==> src/rtl/uart_apb_ctrl_if.sv <==
// APB slave bus bundle for uart_apb_ctrl.
// Latency: none (wires only).
// Backpressure: none; the slave is zero-wait, so pready_o is tied high.
//
// Signals: psel_i/penable_i/pwrite_i control, paddr_i address, pwdata_i write data,
//          prdata_o read data, pready_o ready, pslverr_o error.
//          The slave modport is used by the controller; the master modport drives the bus.
interface uart_apb_ctrl_if;
  logic        psel_i;
  logic        penable_i;
  logic        pwrite_i;
  logic [31:0] paddr_i;
  logic [31:0] pwdata_i;
  logic [31:0] prdata_o;
  logic        pready_o;
  logic        pslverr_o;

  modport slave (
    input  psel_i, penable_i, pwrite_i, paddr_i, pwdata_i,
    output prdata_o, pready_o, pslverr_o
  );

  modport master (
    output psel_i, penable_i, pwrite_i, paddr_i, pwdata_i,
    input  prdata_o, pready_o, pslverr_o
  );
endinterface

==> src/rtl/uart_apb_ctrl.sv <==
// UART register block: APB slave with CTRL/BAUD/TXDATA/RXDATA/STATUS/ERR, TX and RX FIFOs, irq.
// Latency: APB zero-wait with combinational read data; tx valid and irq are registered (1 cycle).
// Backpressure: TX holds valid/data until tready; RX deasserts tready while its FIFO is full.
//
// Ports: clk_i/rst_i clock and async active-high reset; apb bus bundle (slave modport);
//        tx_axis_* byte stream to uart_tx; rx_axis_* byte stream from uart_rx;
//        parity_err_i/stop_err_i error pulses; baudrate_o divisor; irq_o level interrupt.
module uart_apb_ctrl #(
  parameter int          DATA_WIDTH = 8,
  parameter int          FIFO_DEPTH = 4,
  parameter logic [16:0] BAUD_RST   = 17'd868
) (
  input  logic                  clk_i,
  input  logic                  rst_i,
  uart_apb_ctrl_if.slave        apb,
  output logic [DATA_WIDTH-1:0] tx_axis_tdata_o,
  output logic                  tx_axis_tvalid_o,
  input  logic                  tx_axis_tready_i,
  input  logic [DATA_WIDTH-1:0] rx_axis_tdata_i,
  input  logic                  rx_axis_tvalid_i,
  output logic                  rx_axis_tready_o,
  input  logic                  parity_err_i,
  input  logic                  stop_err_i,
  output logic [16:0]           baudrate_o,
  output logic                  irq_o
);

  localparam int AW = (FIFO_DEPTH > 1) ? $clog2(FIFO_DEPTH) : 1;
  localparam int CW = AW + 1;
  localparam logic [CW-1:0] FULL_CNT = CW'(FIFO_DEPTH);

  localparam logic [2:0] A_CTRL   = 3'd0;
  localparam logic [2:0] A_BAUD   = 3'd1;
  localparam logic [2:0] A_TXDATA = 3'd2;
  localparam logic [2:0] A_RXDATA = 3'd3;
  localparam logic [2:0] A_STATUS = 3'd4;
  localparam logic [2:0] A_ERR    = 3'd5;

  // ---------------------------------------------------------------- state
  logic [4:0]            ctrl_q;   // {err_ie, tx_ie, rx_ie, rx_en, tx_en}
  logic [16:0]           baud_q;
  logic [2:0]            err_q;    // {tx_ovf, stop_err, parity_err}
  logic                  tx_vld_q;
  logic                  irq_q;

  logic [DATA_WIDTH-1:0] tx_mem [FIFO_DEPTH];
  logic [AW-1:0]         tx_wr_ptr, tx_rd_ptr;
  logic [CW-1:0]         tx_count;
  logic [DATA_WIDTH-1:0] rx_mem [FIFO_DEPTH];
  logic [AW-1:0]         rx_wr_ptr, rx_rd_ptr;
  logic [CW-1:0]         rx_count;

  // ---------------------------------------------------------------- decode
  logic [2:0] reg_idx;
  logic       access, addr_ok, wr_ok, rd_ok;

  assign reg_idx = apb.paddr_i[4:2];
  assign addr_ok = (apb.paddr_i[31:5] == 27'd0) && (reg_idx <= A_ERR);
  assign access  = apb.psel_i & apb.penable_i & ~rst_i;
  assign wr_ok   = access & addr_ok & apb.pwrite_i;
  assign rd_ok   = access & addr_ok & ~apb.pwrite_i;

  // Byte lanes below bit 2 and write data above the widest register are don't-care.
  logic unused_apb;
  assign unused_apb = ^{apb.paddr_i[1:0], apb.pwdata_i[31:17]};

  // ---------------------------------------------------------------- FIFO status
  logic tx_empty, tx_full, rx_empty, rx_full;
  assign tx_empty = (tx_count == '0);
  assign tx_full  = (tx_count == FULL_CNT);
  assign rx_empty = (rx_count == '0);
  assign rx_full  = (rx_count == FULL_CNT);

  // TX: fullness is sampled before the edge, so a write while full is dropped
  // even if the stream side pops in the same cycle.
  logic          tx_push_req, tx_push, tx_pop, tx_ovf;
  logic [CW-1:0] tx_count_nxt;
  assign tx_push_req  = wr_ok & (reg_idx == A_TXDATA);
  assign tx_push      = tx_push_req & ~tx_full;
  assign tx_ovf       = tx_push_req & tx_full;
  assign tx_pop       = tx_vld_q & tx_axis_tready_i;
  assign tx_count_nxt = tx_count + CW'(tx_push) - CW'(tx_pop);

  logic rx_push, rx_pop;
  assign rx_axis_tready_o = ctrl_q[1] & ~rx_full;
  assign rx_push          = rx_axis_tvalid_i & rx_axis_tready_o;
  assign rx_pop           = rd_ok & (reg_idx == A_RXDATA) & ~rx_empty;

  // Set events take priority over the W1C clear landing on the same edge.
  logic [2:0] err_set, err_clr;
  assign err_set = {tx_ovf, stop_err_i, parity_err_i};
  assign err_clr = (wr_ok && reg_idx == A_ERR) ? apb.pwdata_i[2:0] : 3'b000;

  // ---------------------------------------------------------------- registers
  always_ff @(posedge clk_i or posedge rst_i) begin
    if (rst_i) begin
      ctrl_q <= '0;
      baud_q <= BAUD_RST;
      err_q  <= '0;
      irq_q  <= 1'b0;
    end else begin
      if (wr_ok && reg_idx == A_CTRL)
        ctrl_q <= apb.pwdata_i[4:0];
      if (wr_ok && reg_idx == A_BAUD && apb.pwdata_i[16:0] != 17'd0)
        baud_q <= apb.pwdata_i[16:0];
      err_q <= (err_q & ~err_clr) | err_set;
      irq_q <= (ctrl_q[2] & ~rx_empty) | (ctrl_q[3] & tx_empty) | (ctrl_q[4] & (|err_q));
    end
  end

  // Valid only re-evaluates when the output slot is free, which keeps valid and
  // the FIFO head frozen while a transfer waits; clearing tx_en stops only new ones.
  always_ff @(posedge clk_i or posedge rst_i) begin
    if (rst_i)
      tx_vld_q <= 1'b0;
    else if (!tx_vld_q || tx_axis_tready_i)
      tx_vld_q <= ctrl_q[0] && (tx_count_nxt != '0);
  end

  always_ff @(posedge clk_i or posedge rst_i) begin
    if (rst_i) begin
      tx_wr_ptr <= '0;
      tx_rd_ptr <= '0;
      tx_count  <= '0;
      rx_wr_ptr <= '0;
      rx_rd_ptr <= '0;
      rx_count  <= '0;
    end else begin
      if (tx_push) tx_wr_ptr <= tx_wr_ptr + 1'b1;
      if (tx_pop)  tx_rd_ptr <= tx_rd_ptr + 1'b1;
      tx_count <= tx_count_nxt;
      if (rx_push) rx_wr_ptr <= rx_wr_ptr + 1'b1;
      if (rx_pop)  rx_rd_ptr <= rx_rd_ptr + 1'b1;
      rx_count <= rx_count + CW'(rx_push) - CW'(rx_pop);
    end
  end

  // Storage needs no reset: entries are only observed between push and pop.
  always_ff @(posedge clk_i) begin
    if (tx_push) tx_mem[tx_wr_ptr] <= apb.pwdata_i[DATA_WIDTH-1:0];
    if (rx_push) rx_mem[rx_wr_ptr] <= rx_axis_tdata_i;
  end

  // ---------------------------------------------------------------- read mux
  logic [31:0] rdata;
  always_comb begin
    rdata = '0;
    case (reg_idx)
      A_CTRL:   rdata = {27'd0, ctrl_q};
      A_BAUD:   rdata = {15'd0, baud_q};
      A_RXDATA: rdata = rx_empty ? 32'd0 : 32'(rx_mem[rx_rd_ptr]);
      A_STATUS: rdata = {12'd0, 4'(rx_count), 4'd0, 4'(tx_count), 4'd0,
                         rx_full, rx_empty, tx_full, tx_empty};
      A_ERR:    rdata = {29'd0, err_q};
      default:  rdata = '0;
    endcase
  end

  assign apb.prdata_o  = rd_ok ? rdata : 32'd0;
  assign apb.pready_o  = 1'b1;
  assign apb.pslverr_o = access & ~addr_ok;

  assign tx_axis_tdata_o  = tx_mem[tx_rd_ptr];
  assign tx_axis_tvalid_o = tx_vld_q;
  assign baudrate_o       = baud_q;
  assign irq_o            = irq_q;

endmodule

==> src/flat_wrapper.sv <==
// flat-port wrapper written by rule: the top's interface ports become plain ports
module uart_apb_ctrl_flat 
#(
  parameter int          DATA_WIDTH = 8,
  parameter int          FIFO_DEPTH = 4,
  parameter logic [16:0] BAUD_RST   = 17'd868
)
  (clk_i, rst_i, tx_axis_tdata_o, tx_axis_tvalid_o, tx_axis_tready_i, rx_axis_tdata_i, rx_axis_tvalid_i, rx_axis_tready_o, parity_err_i, stop_err_i, baudrate_o, irq_o, apb_psel_i, apb_penable_i, apb_pwrite_i, apb_paddr_i, apb_pwdata_i, apb_prdata_o, apb_pready_o, apb_pslverr_o);
  uart_apb_ctrl_if apb_i ();
  input  logic clk_i;
  input  logic rst_i;
  output logic [DATA_WIDTH-1:0] tx_axis_tdata_o;
  output logic tx_axis_tvalid_o;
  input  logic tx_axis_tready_i;
  input  logic [DATA_WIDTH-1:0] rx_axis_tdata_i;
  input  logic rx_axis_tvalid_i;
  output logic rx_axis_tready_o;
  input  logic parity_err_i;
  input  logic stop_err_i;
  output logic [16:0] baudrate_o;
  output logic irq_o;
  input wire logic [$bits(apb_i.psel_i)-1:0] apb_psel_i;
  input wire logic [$bits(apb_i.penable_i)-1:0] apb_penable_i;
  input wire logic [$bits(apb_i.pwrite_i)-1:0] apb_pwrite_i;
  input wire logic [$bits(apb_i.paddr_i)-1:0] apb_paddr_i;
  input wire logic [$bits(apb_i.pwdata_i)-1:0] apb_pwdata_i;
  output wire logic [$bits(apb_i.prdata_o)-1:0] apb_prdata_o;
  output wire logic [$bits(apb_i.pready_o)-1:0] apb_pready_o;
  output wire logic [$bits(apb_i.pslverr_o)-1:0] apb_pslverr_o;
  assign apb_i.psel_i = apb_psel_i;
  assign apb_i.penable_i = apb_penable_i;
  assign apb_i.pwrite_i = apb_pwrite_i;
  assign apb_i.paddr_i = apb_paddr_i;
  assign apb_i.pwdata_i = apb_pwdata_i;
  assign apb_prdata_o = apb_i.prdata_o;
  assign apb_pready_o = apb_i.pready_o;
  assign apb_pslverr_o = apb_i.pslverr_o;
  uart_apb_ctrl #(.DATA_WIDTH(DATA_WIDTH), .FIFO_DEPTH(FIFO_DEPTH), .BAUD_RST(BAUD_RST)) u_core (.clk_i(clk_i), .rst_i(rst_i), .apb(apb_i), .tx_axis_tdata_o(tx_axis_tdata_o), .tx_axis_tvalid_o(tx_axis_tvalid_o), .tx_axis_tready_i(tx_axis_tready_i), .rx_axis_tdata_i(rx_axis_tdata_i), .rx_axis_tvalid_i(rx_axis_tvalid_i), .rx_axis_tready_o(rx_axis_tready_o), .parity_err_i(parity_err_i), .stop_err_i(stop_err_i), .baudrate_o(baudrate_o), .irq_o(irq_o));
endmodule
==> config.mk <==
export PLATFORM = sky130hd
export DESIGN_NAME = uart_apb_ctrl_flat
export DESIGN_NICKNAME = d
export VERILOG_FILES = /design/src/rtl/uart_apb_ctrl_if.sv /design/src/rtl/uart_apb_ctrl.sv /design/src/flat_wrapper.sv
export SDC_FILE = /design/constraint.sdc
export NUM_CORES = 1
export LEC_CHECK = 0
export CORE_ASPECT_RATIO = 1.25
export CORE_UTILIZATION = 49
export CTS_BUF_LIST = sky130_fd_sc_hd__clkbuf_8
export DETAILED_ROUTE_END_ITERATION = 12
export GPL_ROUTABILITY_DRIVEN = 0
export PLACE_DENSITY = 0.83
export SLEW_MARGIN = 0
export SYNTH_ARGS = -nofsm -noshare
export SYNTH_HDL_FRONTEND = slang
export SYNTH_SLANG_ARGS = --single-unit
==> constraint.sdc <==
create_clock -name clk_i -period 3.6 [get_ports clk_i]
set_input_delay 0.72 -clock clk_i [delete_from_list [all_inputs] [get_ports clk_i]]
set_output_delay 0.72 -clock clk_i [all_outputs]
set_load 0.02 [all_outputs]
==> impl_metrics.toml, run 1 <==
[synth]
async_flop_share = 0.3905
ys_types = 47
netlist_instances = 320
avgSynthCellArea_um2 = 15.03
yosys_warnings = 0
ys.flop_type = "edfxtp_1"
syn_area_mm2 = 0.004810
yosysSeqAreaShare = 0.6142
synth_edf_count = 64
synth_seq_cells = 105

[clock_tree]
cts_tree = "yes"
cts_setup_buffers = 0
clock-root-buffer = "clkbuf_8"
clk-insertion-delay-late_ns = 0.37
cts_buffers = 9
cts_resized = 19
cts_hold_buf = 0
clk_path_buf_depth = 2
clkSinkCount = 105
h-tree-depth = 3
clkTransAtPathRegs_ns = 0.11

[power_and_ir_drop]
p_leak_uw = 0.002486
max-vdd-ir-drop_uv = 305.7
pwr_density_cell_mw_per_mm2 = 364.6

[worst_hold_path]
hold_class = "reg -> reg"

[critical_path]
critPathCaptureType = "output pin"
cp_max_fo = 6
crit_required_ns = 2.88
start_kind = "input port"
crit_arrival_ns = 2.78
critical_path_class = "in -> out"

[global_route]
grt_pass1_vias = 3262
grt_pass1_wl_um = 16780
antenna_found_initial = 0
grt_util_all_layers = 0.2183
overflow = 0
grt_start_max_net_pins = 42

[timing]
slew_viol_final = 0
max_freq_ghz = 0.2858
rsz0062_at_grt = "no"
worst_slew_pin_slew_ns = 0.9060
final-hold-violation-count = 0
timing.hold.ws_ns = 0.5321
fin_skew_ns = 0.01024
maxSlewHeadroom = 0.3953
finalSetupViolations = 0
period_share = 0.9719
period_needed_ns = 3.499

[placed_design]
dp_hpwl_um = 7957
port_buffers = 111
placed_area_mm2 = 0.006108

[die]
rows = 40
coreArea_mm2 = 0.009559
dieWidth_um = 90.62
die-height_um = 112.8
die_area_mm2 = 0.01022
initial_core_util = 0.5031
io_pins = 143

[detailed_routing]
remaining_drc_errors = 0
drt_wl_total_um = 10370
drt_iter0_drc = 306
routed_via_density = 5.325
dr.pass1.iters = 4
vias = 3078
drtAntennaViolNets = 0
wl_per_cell_um = 17.93

[layout]
final_area_mm2 = 0.006315
drive_above_1_share = 0.1770
antenna_cells = 0
final_nets = 542
area_delta_synth_final_pct = 31.30
nFillCells = 691

[run_status]
outcome = "finished, final reports clean"

[flow_run]
drv_cap = 0
-- cell usage after synthesis, types with 2 or more instances --
cell	number	share of area
edfxtp_1	64	0.40
dfrtp_1	36	0.19
nor2_1	20	0.016
mux4_2	19	0.089
inv_1	16	0.012
buf_4	14	0.022
mux2_2	13	0.030
ha_1	12	0.031
a22oi_1	11	0.017
and2_1	11	0.014
mux2_1	11	0.026
nor4_1	9	0.012
and3_1	7	0.0091
nand2_1	7	0.0055
xnor2_1	7	0.013
clkbuf_1	6	0.0047
dfstp_2	5	0.027
nand4_1	5	0.0065
nor3_1	5	0.0052
buf_2	3	0.0031
nand3_1	3	0.0031
nor2b_1	3	0.0039
xor2_1	3	0.0055
a21o_1	2	0.0031
buf_1	2	0.0016
conb_1	2	0.0016
fa_1	2	0.0083
nor4_2	2	0.0052
o21ai_0	2	0.0021
-- state kept, by name, indices dropped and copies added, names as in the netlist, 3 cells and up --
name,cells
u_core.rx_mem,32
u_core.tx_count,3
u_core.tx_mem,32
u_core.err_q,3
u_core.baudrate_o,17
u_core.ctrl_q,5
u_core.rx_count,3
-- routing by layer --
| metal | vias to the layer above | share of wire | routed length [um] | GRT usage |
|---|---|---|---|---|
| met1 | 1538 | 0.40 | 4158 | 0.2753 |
| met3 | 16 | 0.050 | 521 | 0.04637 |
| met2 | 104 | 0.53 | 5502 | 0.3808 |
| met5 | - | 0 | 0 | 0 |
| li1 | 1420 | - | - | - |
| met4 | 0 | 0.018 | 182 | 0.06344 |
-- cell families (layout without fill, tap and decap cells) --
group                    count (synthesis)  after routing  synth area share
AO/OA/AOI/OAI                           24             24           0.03876
XOR/XNOR                                10             10           0.01821
adder cells (fa/ha/maj)                 14             14           0.03954
buffers and inverters                   43            163           0.04682
flip-flops                             105            105            0.6142
multiplexers                            44             44            0.1472
other                                    2             14          0.001561
AND/OR/NAND/NOR                         78             78           0.09365
-- critical path, stage by stage --
cell and delay, ns:
clkdlybuf4s50_1 0.40, nor4_1 0.29, nand4_1 0.19, nor4_2 0.25, buf_4 0.17, nand2_1 0.16, nor2_1 0.23, dlygate4sd2_1 0.37
-- path summary, 6_finish.rpt --
check	depth (start not counted)	slack, ns	start	endpoint
worst min-delay path	1	0.53	u_core.baudrate_o[14]	u_core.baudrate_o[14]
worst min register to register	1	0.53	u_core.baudrate_o[14]	u_core.baudrate_o[14]
max in group asynchronous	3	2.36	rst_i	u_core.baudrate_o[2]
min in group asynchronous	3	0.86	rst_i	u_core.rx_wr_ptr[0]
worst max register to register	11	1.07	u_core.rx_count[2]	u_core.rx_count[2]
worst max-delay path	8	0.10	apb_paddr_i[19]	apb_prdata_o[17]
-- report_power, final --
part	switching [uW]	internal (uW)	leakage (uW)
logic	95.4	122	0.00130
registers	19.6	1290	0.00108
clock network	434	343	0.000108
total	549	1750	0.00249
-- metrics by stage --
| stage | setup slack (ns) | total power (uW) | setup TNS, ns | util | instances |
|---|---|---|---|---|---|
| final | 0.1010 | 2302 | 0 | 0.6606 | 578 |
| after global routing | 0.002466 | 2390 | 0 | 0.6606 | 578 |
| after CTS | 0.1143 | 2316 | 0 | 0.6596 | 578 |
| after detailed placement | -0.1482 | 1552 | -1.799 | 0.6390 | 562 |
| after global placement | -0.1402 | 1545 | -1.485 | 0.6390 | 562 |
| after floorplan | 0.3776 | 1438 | 0 | - | 332 |
-- cell type report --
type                    instances  area (um^2)  area share
clock buffers                   9        123.9     0.01962
clock inverters                 7        96.34     0.01526
inverters                      17        67.56     0.01070
multi-input cells             184         1682      0.2663
flip-flops and latches        105         2954      0.4678
well taps                     126        157.7     0.02497
repair buffers                130         1234      0.1954
-- cell usage in the layout, fill, tap and decap left out, drive strengths merged, types with 3 or more instances in the layout --
cell / count
clkdlybuf4s50: 92
edfxtp: 64
dfrtp: 36
mux2: 24
nor2: 20
mux4: 19
buf: 19
inv: 18
dlygate4sd2: 16
conb: 14
ha: 12
and2: 12
a22oi: 11
nor4: 11
clkbuf: 9
nand2: 7
and3: 7
xnor2: 7
nand4: 5
nor3: 5
dfstp: 5
nand3: 3
xor2: 3
nor2b: 3
clkdlybuf4s15: 3
o21ai: 3
clkinv: 3
(Power assumes the default switching activity.)
==> inputs of run 2 (changes only) <==
--- a/config.mk
+++ b/config.mk
@@ -8,6 +8,7 @@
 export CORE_ASPECT_RATIO = 1.25
 export CORE_UTILIZATION = 49
 export CTS_BUF_LIST = sky130_fd_sc_hd__clkbuf_8
+export CTS_CLUSTER_DIAMETER = 150
 export DETAILED_ROUTE_END_ITERATION = 12
 export GPL_ROUTABILITY_DRIVEN = 0
 export PLACE_DENSITY = 0.83
==> results of run 2 <==
Same layout as run 1: the final DEF is identical, and so are final timing and power.
==> RTL change 1 (config.mk and constraints of run 1) <==
Reset style: synchronous (`rst_i`), changed in 3 clocked blocks. Comments in the files are not updated.
--- a/src/rtl/uart_apb_ctrl.sv
+++ b/src/rtl/uart_apb_ctrl.sv
@@ -92,7 +92,7 @@
   assign err_clr = (wr_ok && reg_idx == A_ERR) ? apb.pwdata_i[2:0] : 3'b000;
 
   // ---------------------------------------------------------------- registers
-  always_ff @(posedge clk_i or posedge rst_i) begin
+  always_ff @(posedge clk_i) begin
     if (rst_i) begin
       ctrl_q <= '0;
       baud_q <= BAUD_RST;
@@ -110,14 +110,14 @@
 
   // Valid only re-evaluates when the output slot is free, which keeps valid and
   // the FIFO head frozen while a transfer waits; clearing tx_en stops only new ones.
-  always_ff @(posedge clk_i or posedge rst_i) begin
+  always_ff @(posedge clk_i) begin
     if (rst_i)
       tx_vld_q <= 1'b0;
     else if (!tx_vld_q || tx_axis_tready_i)
       tx_vld_q <= ctrl_q[0] && (tx_count_nxt != '0);
   end
 
-  always_ff @(posedge clk_i or posedge rst_i) begin
+  always_ff @(posedge clk_i) begin
     if (rst_i) begin
       tx_wr_ptr <= '0;
       tx_rd_ptr <= '0;
Check against the original RTL: differs if rst_i is asserted again (counterexample within 4 cycles, from zero or initial values and one cycle with rst_i high); with rst_i held inactive, the same outputs for 4 cycles.
==> RTL change 1 against run 1 <==
Cell area increased by 3.7%; sequential cell count increased by 4; clock power increased by 6.3%; wire length up 7.8%; setup slack got worse by 0.015 ns; largest power group unchanged; via count is 12% higher; total power is 0.27% higher; area after synthesis increased by 5.5%; fmax is 0.42% lower; final cell count grew 11%.
==> RTL change 1: results (changes against run 1) <==
Hold crit path type: reg -> reg (unchanged)
Yosys top cell area share: 0.379 (was 0.400)
1st-iter DRT viols: 203 (was 306)
Slew headroom: 0.646 (was 0.395)
Number of antenna violations at the first check in global routing: 0 (unchanged)
Fin cells: 641 (was 578)
Fin. Hold Viols: 0 (unchanged)
Post-DP HPWL: 8490 um (was 7960 um)
Ys async rst share: 0 (was 0.390)
Status: complete, no violations (unchanged)
Worst Path Arrival: 2.79 ns (was 2.78 ns)
Final layout net count: 602 (was 542)
Netlist cell types: 47 (unchanged)
First-pass GRT wire length: 17,500 um (was 16,800 um)
Buffers on Ports: 111 (unchanged)
Largest net degree at the start of global routing: 62 (was 42)
Longest Clk Path Bufs: 2 (unchanged)
Register area share after synthesis: 0.556 (was 0.614)
Clock root cell: clkbuf_8 (unchanged)
Clock Skew: 0.0133 ns (was 0.0102 ns)
Uppermost layer routed: met4 (unchanged)
CTS clock-pin slew for the worst setup and hold paths: 0.11 ns (about the same)
WL met1: 4270 um (was 4160 um)
Top post-synthesis cells by count: 64 x edfxtp_1, 46 x nor2_1, 45 x dfxtp_1, 24 x nand2b_1, 22 x mux2i_1 (was 64 x edfxtp_1, 36 x dfrtp_1, 20 x nor2_1, 19 x mux4_2, 16 x inv_1)
Area contributors post-synth: edfxtp_1 38%, dfxtp_1 18%, mux4_2 7.1% (was edfxtp_1 40%, dfrtp_1 19%, mux4_2 8.9%)
DRT Pass-1 Iters: 4 (unchanged)
Peak VDD IR: 308 uV (was 306 uV)
Clock latency on the worst-skew pair: 0.37 ns (about the same)
Synth Area per Inst: 13.1 um2 (was 15.0 um2)
Met2 WL post-DR: 5950 um (was 5500 um)
Setup Buffers After CTS: 0 (unchanged)
Total GRT Usage: 0.214 (was 0.218)
CP peak stage delay: 0.44 ns (was 0.40 ns)
Metal3 WL: 613 um (was 521 um)
Number of global-route vias before repair: 3,500 (was 3,262)
Crit path max fanout: 12 (was 6)
Via/cell ratio: 5.39 (was 5.33)
Share of post-route cells with drive strength above 1: 0.131 (was 0.177)
Diodes inserted: 0 (unchanged)
YS warnings: 0 (unchanged)
Placed cell count: 625 (was 562)
Area of placed instances: 6350 um2 (was 6110 um2)
H-Tree Depth: 3 (unchanged)
CTS buffer count: 9 (unchanged)
Leak Pwr: 2.36 nW (was 2.49 nW)
Post-synth EDFFs: 64 (unchanged)
Fillers: 759 (was 691)
Routed WL: 11,200 um (was 10,400 um)
Max stage delay cell, worst path: clkdlybuf4s50_1 (unchanged)
Internal: 1.80 mW (was 1.75 mW)
## RTL change 1: repair_timing
action                     in CTS  in global routing
hold buffers                    0                  0
gates resized for setup        19                  4
pin swaps                       0                  0
setup endpoints to repair      19                  2
## RTL change 1: cell type report
cell class | instances | area [um2] | area share
clock buffer | 9 | 124 | 0.0189
multi-input combinational | 243 | 2040 | 0.312
tap | 129 | 161 | 0.0247
sequential | 109 | 2820 | 0.431
clock inverter | 7 | 103 | 0.0157
timing repair buffer | 131 | 1240 | 0.190
inverter | 13 | 48.8 | 0.00745
## RTL change 1: cell families (layout without fill, tap and decap cells)
| family | after synthesis | after routing | share of synthesized area |
|---|---|---|---|
| other cells | 2 | 14 | 0.00148 |
| simple gates | 138 | 138 | 0.182 |
| mux | 38 | 38 | 0.114 |
| fa+ha+maj | 14 | 14 | 0.0375 |
| flops | 109 | 109 | 0.556 |
| buf+inv | 47 | 160 | 0.0500 |
| compound gates | 30 | 30 | 0.0434 |
| xor+xnor | 9 | 9 | 0.0155 |
## RTL change 1: worst paths after layout
kind	from	end	slack (ns)	cells past startpoint
worst max register to register	u_core.rx_count[2]	u_core.rx_count[2]	0.93	10
worst min-delay path	u_core.baudrate_o[12]	u_core.baudrate_o[12]	0.49	2
worst max-delay path	apb_paddr_i[16]	apb_prdata_o[1]	0.09	8
worst min register to register	u_core.baudrate_o[12]	u_core.baudrate_o[12]	0.49	2
## RTL change 1: power by group through the flow
| stage | Combinational (mW) | Sequential (mW) | Clock [mW] |
|---|---|---|---|
| final | 0.164 | 1.32 | 0.826 |
| after floorplan | 0.0626 | 1.35 | 0 |
| after detailed placement | 0.161 | 1.35 | 0 |
| after CTS | 0.162 | 1.32 | 0.834 |
| after global placement | 0.157 | 1.35 | 0 |
| after global routing | 0.174 | 1.32 | 0.887 |
## RTL change 1: worst max-delay path: cells and delay by family
family / cells / cell delay, ns
buffers and inverters: 3 / 0.99
and+or+nand+nor: 4 / 0.85
AOI/OAI and AO/OA: 1 / 0.21
## RTL change 1: routing by layer
layer | track usage | up-vias
li1 | - | 1625
met1 | 0.248 | 1677
met2 | 0.387 | 123
met3 | 0.0374 | 27
met4 | 0.0933 | 0
met5 | 0 | -
## RTL change 1: through the flow
stage / worst slack (ns) / hold slack, ns
after floorplan: 0.581 / 0.477
final: 0.0861 / 0.488
after global routing: 0.0109 / 0.503
after global placement: -0.207 / 0.477
after detailed placement: -0.212 / 0.467
after CTS: 0.0615 / 0.489
==> RTL change 2 (settings of run 1) <==
Without the edit above. `FIFO_DEPTH` is set to 4 in 2 places; all go to 8.
--- a/src/rtl/uart_apb_ctrl.sv
+++ b/src/rtl/uart_apb_ctrl.sv
@@ -7,7 +7,7 @@
 //        parity_err_i/stop_err_i error pulses; baudrate_o divisor; irq_o level interrupt.
 module uart_apb_ctrl #(
   parameter int          DATA_WIDTH = 8,
-  parameter int          FIFO_DEPTH = 4,
+  parameter int          FIFO_DEPTH = 8,
   parameter logic [16:0] BAUD_RST   = 17'd868
 ) (
   input  logic                  clk_i,
--- a/src/flat_wrapper.sv
+++ b/src/flat_wrapper.sv
@@ -2,7 +2,7 @@
 module uart_apb_ctrl_flat 
 #(
   parameter int          DATA_WIDTH = 8,
-  parameter int          FIFO_DEPTH = 4,
+  parameter int          FIFO_DEPTH = 8,
   parameter logic [16:0] BAUD_RST   = 17'd868
 )
   (clk_i, rst_i, tx_axis_tdata_o, tx_axis_tvalid_o, tx_axis_tready_i, rx_axis_tdata_i, rx_axis_tvalid_i, rx_axis_tready_o, parity_err_i, stop_err_i, baudrate_o, irq_o, apb_psel_i, apb_penable_i, apb_pwrite_i, apb_paddr_i, apb_pwdata_i, apb_prdata_o, apb_pready_o, apb_pslverr_o);
Check against the original RTL: not equivalent (Yosys sat finds a counterexample within 10 cycles, from zero or initial values and one cycle with rst_i high).
==> RTL change 2 against run 1 <==
Cell area is 56% higher; via count is 53% higher; first-iteration DRC count is 3.3% higher; combinational power is 78% higher; critical path depth stayed put; fmax is 0.40% higher; setup slack better by 0.014 ns; sequential cell count is 70 higher; non-clock buffer count is 37 higher; total power is 72% higher; wire length is 63% higher; final cell count is 49% higher; sequential power is 68% higher; area after synthesis is 61% higher.
==> RTL change 2: results (changes against run 1) <==
Fillers: 1,108 (was 691)
Area of placed instances: 9440 um2 (was 6110 um2)
Met2 WL post-DR: 9670 um (was 5500 um)
Clock Skew: 0.0141 ns (was 0.0102 ns)
Top post-synthesis cells by count: 128 x edfxtp_1, 42 x dfrtp_1, 34 x mux4_2, 31 x mux2_2, 31 x nor2_1 (was 64 x edfxtp_1, 36 x dfrtp_1, 20 x nor2_1, 19 x mux4_2, 16 x inv_1)
Crit path max fanout: 13 (was 6)
Mux share of post-synthesis cell area: 0.166 (was 0.147)
Routed WL: 16,900 um (was 10,400 um)
Synth Area in XOR/XNOR: 0.0136 (was 0.0182)
CP peak stage delay: 0.43 ns (was 0.40 ns)
CTS clock-pin slew for the worst setup and hold paths: 0.09 ns (was 0.11 ns)
Syn Inst Count: 471 (was 320)
Final layout net count: 737 (was 542)
Share of post-route cells with drive strength above 1: 0.287 (was 0.177)
Clock latency on the worst-skew pair: 0.46 ns (was 0.37 ns)
Vias: 4,708 (was 3,078)
WL met1: 6110 um (was 4160 um)
First-pass GRT wire length: 26,500 um (was 16,800 um)
Register area share after synthesis: 0.649 (was 0.614)
Setup slack at placement: -0.457 ns (was -0.148 ns)
Post-DP HPWL: 12,500 um (was 7960 um)
Area contributors post-synth: edfxtp_1 50%, dfrtp_1 14%, mux4_2 9.9% (was edfxtp_1 40%, dfrtp_1 19%, mux4_2 8.9%)
Ys async rst share: 0.269 (was 0.390)
Slew headroom: 0.488 (was 0.395)
1st-iter DRT viols: 316 (was 306)
Synth Area in Compound Gates: 0.0266 (was 0.0388)
Buffers on Ports: 112 (was 111)
Status: complete, no violations (unchanged)
H-Tree Depth: 4 (was 3)
Leak Pwr: 3.71 nW (was 2.49 nW)
Worst Path Arrival: 2.77 ns (was 2.78 ns)
CTS buffer count: 17 (was 9)
Metal3 WL: 687 um (was 521 um)
Number of global-route vias before repair: 5,113 (was 3,262)
Peak VDD IR: 328 uV (was 306 uV)
Placed cell count: 831 (was 562)
Total GRT Usage: 0.224 (was 0.218)
[RTL change 2: repair_timing]
action,in CTS,in global routing
hold buffers,0,0
endpoints found under the setup margin,20,16
gates resized for setup,20,18
[RTL change 2: area by class of cell]
type,instances,area [um2],area share
clock buffers,17,234,0.0238
clock inverters,15,174,0.0177
inverters,25,97.6,0.00993
multi-input cells,252,2500,0.255
flip-flops and latches,175,5030,0.511
well taps,212,265,0.0270
repair buffers,167,1530,0.155
[RTL change 2: path summary, 6_finish.rpt]
| kind | to | cells after the start | start | slack [ns] |
|---|---|---|---|---|
| max reg2reg | u_core.tx_axis_tvalid_o | 9 | u_core.tx_count[2] | 0.74 |
| min in group asynchronous | u_core.ctrl_q[2] | 3 | rst_i | 0.81 |
| min | u_core.tx_wr_ptr[0] | 1 | u_core.tx_wr_ptr[0] | 0.53 |
| max in group asynchronous | u_core.err_q[0] | 3 | rst_i | 2.36 |
| max | apb_prdata_o[1] | 8 | apb_paddr_i[23] | 0.11 |
| min reg2reg | u_core.tx_wr_ptr[0] | 1 | u_core.tx_wr_ptr[0] | 0.53 |
[RTL change 2: per-layer routing]
| metal | vias up | track usage |
|---|---|---|
| met5 | - | 0 |
| li1 | 2117 | - |
| met4 | 0 | 0.0998 |
| met3 | 38 | 0.0460 |
| met1 | 2397 | 0.238 |
| met2 | 156 | 0.423 |
[RTL change 2: power by group]
group / total (mW) / internal, mW / switching, mW
clock network: 1.37 / 0.639 / 0.729
logic: 0.389 / 0.205 / 0.184
registers: 2.20 / 2.18 / 0.0156
total: 3.95 / 3.03 / 0.929
